===== src/rtl/sub_serial_if.sv =====
`default_nettype none
// ============================================================================
// Module      : sub_serial_if
// Description : Handshake/data bundle for the digit-serial subtractor.
//               Operand side : in_valid, in_ready, a, b, sign
//               Result side  : out_valid, out_ready, s, v, z, n
//               master = producer of operands / consumer of results
//               slave  = the subtractor itself
// Revision    : 1.0  initial release
// ============================================================================
interface sub_serial_if #(
  parameter int WIDTH = 32
) ();
  logic             in_valid;
  logic             in_ready;
  logic [WIDTH-1:0] a;
  logic [WIDTH-1:0] b;
  logic             sign;
  logic             out_valid;
  logic             out_ready;
  logic [WIDTH-1:0] s;
  logic             v;
  logic             z;
  logic             n;

  modport master (
    output in_valid, a, b, sign, out_ready,
    input  in_ready, out_valid, s, v, z, n
  );

  modport slave (
    input  in_valid, a, b, sign, out_ready,
    output in_ready, out_valid, s, v, z, n
  );
endinterface
`default_nettype wire


===== src/rtl/sub_serial.sv =====
`default_nettype none
// ============================================================================
// Module      : sub_serial
// Description : Digit-serial subtractor/comparator. Computes a-b at CHUNK
//               bits per clock (LSB chunk first), carrying the borrow between
//               chunks, and reports V (borrow/overflow), Z and N flags.
// Ports       : clk    - clock, rising edge
//               rst_n  - asynchronous reset, active low
//               bus    - sub_serial_if.slave (operand and result handshakes)
// Parameters  : WIDTH  - operand/result width (>= 2)
//               CHUNK  - bits per RUN cycle, WIDTH % CHUNK == 0
// Options     : SUB_SERIAL_SAT_EN - saturate s when v=1 (z follows the
//               saturated value, v/n keep the raw condition)
// Revision    : 1.0  initial release
// ============================================================================
module sub_serial #(
  parameter int WIDTH = 32,
  parameter int CHUNK = 8
) (
  input  logic        clk,
  input  logic        rst_n,
  sub_serial_if.slave bus
);

  localparam int c_K  = WIDTH / CHUNK;
  localparam int c_CW = (c_K > 1) ? $clog2(c_K) : 1;
  localparam logic [c_CW-1:0] c_LAST = c_CW'(c_K - 1);
  localparam int c_MSB = WIDTH - 1;

  generate
    if (WIDTH < 2 || CHUNK < 1 || (WIDTH % CHUNK) != 0) begin : g_bad_params
      $error("sub_serial: WIDTH must be >= 2 and a multiple of CHUNK");
    end
  endgenerate

  typedef enum logic [1:0] {
    ST_IDLE = 2'd0,
    ST_RUN  = 2'd1,
    ST_DONE = 2'd2
  } state_t;

  state_t r_state;
  state_t w_state_next;

  logic [WIDTH-1:0] r_a;
  logic [WIDTH-1:0] r_b;
  logic             r_sign;
  logic [WIDTH-1:0] r_acc;     // working difference, filled chunk by chunk
  logic [c_CW-1:0]  r_cnt;
  logic             r_borrow;
  logic [WIDTH-1:0] r_s;
  logic             r_v;
  logic             r_z;
  logic             r_n;

  logic [CHUNK-1:0] w_a_chunk;
  logic [CHUNK-1:0] w_b_chunk;
  logic [CHUNK:0]   w_diff;    // top bit is the borrow out of this chunk
  logic [WIDTH-1:0] w_acc_full;
  logic [WIDTH-1:0] w_s_final;
  logic             w_last;
  logic             w_v;
  logic             w_n;
  logic             w_z;

  // --------------------------------------------------------------------------
  // State register
  // --------------------------------------------------------------------------
  always_ff @(posedge clk or negedge rst_n) begin
    if (!rst_n) begin
      r_state <= ST_IDLE;
    end else begin
      r_state <= w_state_next;
    end
  end

  // --------------------------------------------------------------------------
  // Next-state logic
  // --------------------------------------------------------------------------
  assign w_last = (r_cnt == c_LAST);

  always_comb begin
    w_state_next = r_state;
    case (r_state)
      ST_IDLE: if (bus.in_valid)  w_state_next = ST_RUN;
      ST_RUN:  if (w_last)        w_state_next = ST_DONE;
      ST_DONE: if (bus.out_ready) w_state_next = ST_IDLE;
      default:                    w_state_next = ST_IDLE;
    endcase
  end

  assign bus.in_ready  = (r_state == ST_IDLE);
  assign bus.out_valid = (r_state == ST_DONE);
  assign bus.s         = r_s;
  assign bus.v         = r_v;
  assign bus.z         = r_z;
  assign bus.n         = r_n;

  // --------------------------------------------------------------------------
  // Chunk subtract and final-flag evaluation. The flags are only consumed on
  // the edge that processes the last chunk, so they are formed from the
  // fully assembled difference including the chunk being computed now.
  // --------------------------------------------------------------------------
  always_comb begin
    w_a_chunk  = r_a[int'(r_cnt) * CHUNK +: CHUNK];
    w_b_chunk  = r_b[int'(r_cnt) * CHUNK +: CHUNK];
    w_diff     = {1'b0, w_a_chunk} - {1'b0, w_b_chunk} - {{CHUNK{1'b0}}, r_borrow};
    w_acc_full = r_acc;
    w_acc_full[int'(r_cnt) * CHUNK +: CHUNK] = w_diff[CHUNK-1:0];

    if (r_sign) begin
      // Overflow only possible when operand signs differ and the result sign
      // disagrees with the minuend.
      w_v = (r_a[c_MSB] != r_b[c_MSB]) && (w_acc_full[c_MSB] != r_a[c_MSB]);
      w_n = w_acc_full[c_MSB] ^ w_v;
    end else begin
      w_v = w_diff[CHUNK];
      w_n = w_diff[CHUNK];
    end

    w_s_final = w_acc_full;
`ifdef SUB_SERIAL_SAT_EN
    if (w_v) begin
      if (r_sign) begin
        w_s_final = r_a[c_MSB] ? {1'b1, {(WIDTH-1){1'b0}}}
                               : {1'b0, {(WIDTH-1){1'b1}}};
      end else begin
        w_s_final = '0;
      end
    end
`endif
    w_z = (w_s_final == '0);
  end

  // --------------------------------------------------------------------------
  // Datapath registers
  // --------------------------------------------------------------------------
  always_ff @(posedge clk or negedge rst_n) begin
    if (!rst_n) begin
      r_a      <= '0;
      r_b      <= '0;
      r_sign   <= 1'b0;
      r_acc    <= '0;
      r_cnt    <= '0;
      r_borrow <= 1'b0;
      r_s      <= '0;
      r_v      <= 1'b0;
      r_z      <= 1'b0;
      r_n      <= 1'b0;
    end else begin
      case (r_state)
        ST_IDLE: begin
          if (bus.in_valid) begin
            r_a      <= bus.a;
            r_b      <= bus.b;
            r_sign   <= bus.sign;
            r_acc    <= '0;
            r_cnt    <= '0;
            r_borrow <= 1'b0;
          end
        end
        ST_RUN: begin
          r_acc    <= w_acc_full;
          r_borrow <= w_diff[CHUNK];
          if (w_last) begin
            r_cnt <= '0;
            r_s   <= w_s_final;
            r_v   <= w_v;
            r_z   <= w_z;
            r_n   <= w_n;
          end else begin
            r_cnt <= r_cnt + 1'b1;
          end
        end
        default: begin
        end
      endcase
    end
  end

endmodule
`default_nettype wire


===== src/flat_wrapper.sv =====
// flat-port wrapper written by rule: the top's interface ports become plain ports
module sub_serial_flat 
#(
  parameter int WIDTH = 32,
  parameter int CHUNK = 8
)
  (clk, rst_n, bus_in_valid, bus_a, bus_b, bus_sign, bus_out_ready, bus_in_ready, bus_out_valid, bus_s, bus_v, bus_z, bus_n);
  sub_serial_if #(.WIDTH(WIDTH)) bus_i ();
  input  logic clk;
  input  logic rst_n;
  input wire logic [$bits(bus_i.in_valid)-1:0] bus_in_valid;
  input wire logic [$bits(bus_i.a)-1:0] bus_a;
  input wire logic [$bits(bus_i.b)-1:0] bus_b;
  input wire logic [$bits(bus_i.sign)-1:0] bus_sign;
  input wire logic [$bits(bus_i.out_ready)-1:0] bus_out_ready;
  output wire logic [$bits(bus_i.in_ready)-1:0] bus_in_ready;
  output wire logic [$bits(bus_i.out_valid)-1:0] bus_out_valid;
  output wire logic [$bits(bus_i.s)-1:0] bus_s;
  output wire logic [$bits(bus_i.v)-1:0] bus_v;
  output wire logic [$bits(bus_i.z)-1:0] bus_z;
  output wire logic [$bits(bus_i.n)-1:0] bus_n;
  assign bus_i.in_valid = bus_in_valid;
  assign bus_i.a = bus_a;
  assign bus_i.b = bus_b;
  assign bus_i.sign = bus_sign;
  assign bus_i.out_ready = bus_out_ready;
  assign bus_in_ready = bus_i.in_ready;
  assign bus_out_valid = bus_i.out_valid;
  assign bus_s = bus_i.s;
  assign bus_v = bus_i.v;
  assign bus_z = bus_i.z;
  assign bus_n = bus_i.n;
  sub_serial #(.WIDTH(WIDTH), .CHUNK(CHUNK)) u_core (.clk(clk), .rst_n(rst_n), .bus(bus_i));
endmodule

===== config.mk =====
export PLATFORM = sky130hd
export DESIGN_NAME = sub_serial_flat
export DESIGN_NICKNAME = d
export VERILOG_FILES = /design/src/rtl/sub_serial_if.sv /design/src/rtl/sub_serial.sv /design/src/flat_wrapper.sv
export SDC_FILE = /design/constraint.sdc
export NUM_CORES = 1
export LEC_CHECK = 0
export BUFFER_PORTS_ARGS = -buffer_cell sky130_fd_sc_hd__buf_4
export CAP_MARGIN = 20
export CORE_UTILIZATION = 40
export CTS_CLUSTER_DIAMETER = 120
export DETAILED_ROUTE_END_ITERATION = 10
export GPL_TIMING_DRIVEN = 1
export HOLD_SLACK_MARGIN = 0.05
export PLACE_DENSITY = 0.74
export SLEW_MARGIN = 20
export SYNTH_ARGS = -nofsm -noshare
export SYNTH_HDL_FRONTEND = slang
export SYNTH_SLANG_ARGS = --single-unit
export TNS_END_PERCENT = 5

===== constraint.sdc =====
create_clock -name clk -period 4.2 [get_ports clk]
set_input_delay 0.42 -clock clk [delete_from_list [all_inputs] [get_ports clk]]
set_output_delay 0.42 -clock clk [all_outputs]
set_load 0.005 [all_outputs]

==> metrics.md <==
| Metric | Value |
|---|---|
| Slew headroom | `30.2%` |
| Antenna viol nets, final | `0` |
| Setup CP Type | `flip-flop to flip-flop` |
| Hold Path Class | `input pin to asynchronous set/reset pin` |
| Max Fanout on Critical Path | `16` |
| Top cell type's share of synthesized area | `51.0%` |
| Grt total ovfl | `0` |
| Clock latency on the worst-skew pair | `0.43 ns` |
| Final setup viols | `0` |
| Remaining DRCs | `0` |
| Crit. End Element | `flip-flop` |
| Ports | `106` |
| Largest cells by area after synthesis | `dfrtp_1 51%, nand2_1 13%, mux4_2 5.4%` |
| Layout cells sized above 1 | `21.8%` |
| Post-DP HPWL | `11.9 mm` |
| Measured slew at the worst slew-check pin | `1.05 ns` |
| Clk sinks | `137` |
| Period utilization | `91.8%` |
| WL final | `17.2 mm` |
| Top FF cell, synth | `dfrtp_1` |
| Data required, critical path | `4.52 ns` |
| Fmax | `259 MHz` |
| CTS buffer count | `17` |
| Post-cts resize count | `0` |
| Vias | `5554` |
| Global-route wire length before repair | `28.0 mm` |
| Count of nets after finishing | `907` |
| TritonCTS clock tree | `yes` |
| Core footprint | `0.0165 mm^2` |
| Post-Syn Area per Cell | `9.43 um^2` |
| Hold buffers post-CTS | `0` |
| Chip height | `132 um` |
| Warnings, synthesis | `0` |
| Ys async rst share | `100%` |
| Post-synthesis cell area | `0.00672 mm^2` |
| Count leader, synth | `nand2_1` |
| Max Cap Viol | `0` |
| Gp weighted congestion | `0.855` |
| Antenna violations before repair | `0` |
| Setup TNS Final | `0 ns` |
| Initial DRC Count | `351` |
| Yosys reg bits | `137` |
| Post-synth top area cell | `dfrtp_1` |
| Syn Inst Count | `713` |
| Post-synth top cells | `235 x nand2_1, 137 x dfrtp_1, 44 x o21ai_0` |
| Status | `complete, no violations` |
| Cell variety after synth | `49` |
| Gr usage total | `20.7%` |
| Post-CTS setup buffers | `0` |
| Detailed Routing Iterations Pass 1 | `5` |
| Antenna diodes | `0` |
| Vias per cell | `5.28` |
| Port bufs | `105` |
| Maximum clock insertion buffer count | `2` |
| Die width | `132 um` |
| Row count | `47` |
| Number of global-route vias before repair | `5448` |
| Fin crit period | `3.86 ns` |
| Final Max Slew Viols | `0` |
| Sequential share of the synthesized area | `51.0%` |
| Mapped Nets | `802` |
| Area Growth Syn to Fin | `25.8%` |
| Final Hold Fails | `0` |
| Initial Utilization | `40.8%` |
| H-tree Lvls | `4` |
| Layout Skew | `0.0151 ns` |
| Largest net degree at the start of global routing | `110` |
| Worst path arrival time | `4.18 ns` |
| Type of origin of the critical path | `flip-flop` |
| Mean routed wirelength per cell | `16.4 um` |
| Total die area | `0.0173 mm^2` |
| Worst-path clk slew | `0.06 ns` |
| Number of flops mapped to enable cells by yosys | `0` |
| Clock root buffer | `clkbuf_16` |
| Unrepaired setup endpoints after global routing | `false` |
[through the flow]
| stage | cells | area (um^2) | hold WS (ns) | worst slack [ns] | utilization, % |
|---|---|---|---|---|---|
| final | 1051 | 8460 | 0.129 | 0.342 | 51.4 |
| after global routing | 1051 | 8460 | 0.169 | 0.0943 | 51.4 |
| after CTS | 1051 | 8460 | 0.167 | 0.314 | 51.4 |
| after detailed placement | 1019 | 7820 | 0.463 | 0.351 | 47.5 |
| after global placement | 1019 | 7820 | 0.453 | 0.446 | 47.5 |
| after floorplan | 713 | 6720 | 0.124 | 0.205 | - |
[cell usage in the layout, fill, tap and decap left out, drive strengths merged, types with 2 or more instances in the layout]
master,n
a211oi,2
or4,2
buf,125
fa,2
nor3,9
mux4,16
a31oi,2
o21ai,47
clkinvlp,4
nor4bb,2
and2,3
nand4bb,2
nand2,235
a21oi,44
clkbuf,21
nor2b,34
a22o,26
a41oi,2
inv,27
nand2b,7
dfrtp,137
a2111oi,5
bufinv,4
clkinv,3
nor2,14
xnor2,6
o31ai,4
ha,18
nand3,7
mux2i,2
a21o,3
nor4,2
[worst max-delay path, stage by stage, from the launching register on]
cell and delay, ns:
dfrtp_1 0.59, buf_12 0.21, mux4_2 0.51, ha_1 0.30, inv_1 0.04, ha_1 0.38, a21o_1 0.26, a2111o_1 0.40
a31oi_2 0.21, xnor2_2 0.25, a21oi_4 0.15, a21o_1 0.20, a311oi_1 0.24
[state kept, by name, summed over array words and instances (netlist names)]
register / cells
u_core.r_sign: 1
u_core.bus.n: 1
u_core.bus.v: 1
u_core.r_cnt: 2
u_core.r_state: 2
u_core.r_acc: 32
u_core.bus.z: 1
u_core.r_borrow: 1
u_core.r_a: 32
u_core.r_b: 32
u_core.bus.s: 32
[layout make-up]
class,count,area [um^2]
clock buffer,21,470
fill,1529,8010
clock inverter,11,169
tap,220,275
sequential,137,3430
timing repair buffer,125,955
multi-input combinational,510,3060
inverter,27,101
[layer usage]
metal  vias up  wire (um)  global-route usage, %
met5         -          0                      0
met2       232       8110                   32.6
li1       2629          -                      -
met4         0        442                   8.53
met1      2662       7380                   27.3
met3        31       1270                   5.25
[logic make-up after synthesis]
family          synth area share (%)
flops                           51.0
mux                             5.66
fa+ha+maj                       3.95
compound gates                  14.0
buf+inv                         3.70
xor+xnor                        1.02
simple gates                    20.7
[final timing paths]
kind                                                   from                            to  slack (ns)  cells after the start
worst min register to register    u_core.r_a[6]$_DFFE_PN0P_     u_core.r_a[6]$_DFFE_PN0P_        0.47                      2
min in group clk                                  bus_b[10]    u_core.r_b[10]$_DFFE_PN0P_        0.17                      3
worst min-delay path                                  rst_n  u_core.bus.s[21]$_DFFE_PN0P_        0.13                      1
worst max-delay path            u_core.r_cnt[0]$_DFFE_PN0P_      u_core.bus.n$_DFFE_PN0P_        0.34                     12
worst max register to register  u_core.r_cnt[0]$_DFFE_PN0P_      u_core.bus.n$_DFFE_PN0P_        0.34                     12
max in group asynchronous                             rst_n    u_core.r_b[17]$_DFFE_PN0P_        3.12                      2
Power is left out: the tool's default activity adds up to more than one toggle a clock period on the data nets, which glitch-free logic cannot reach.
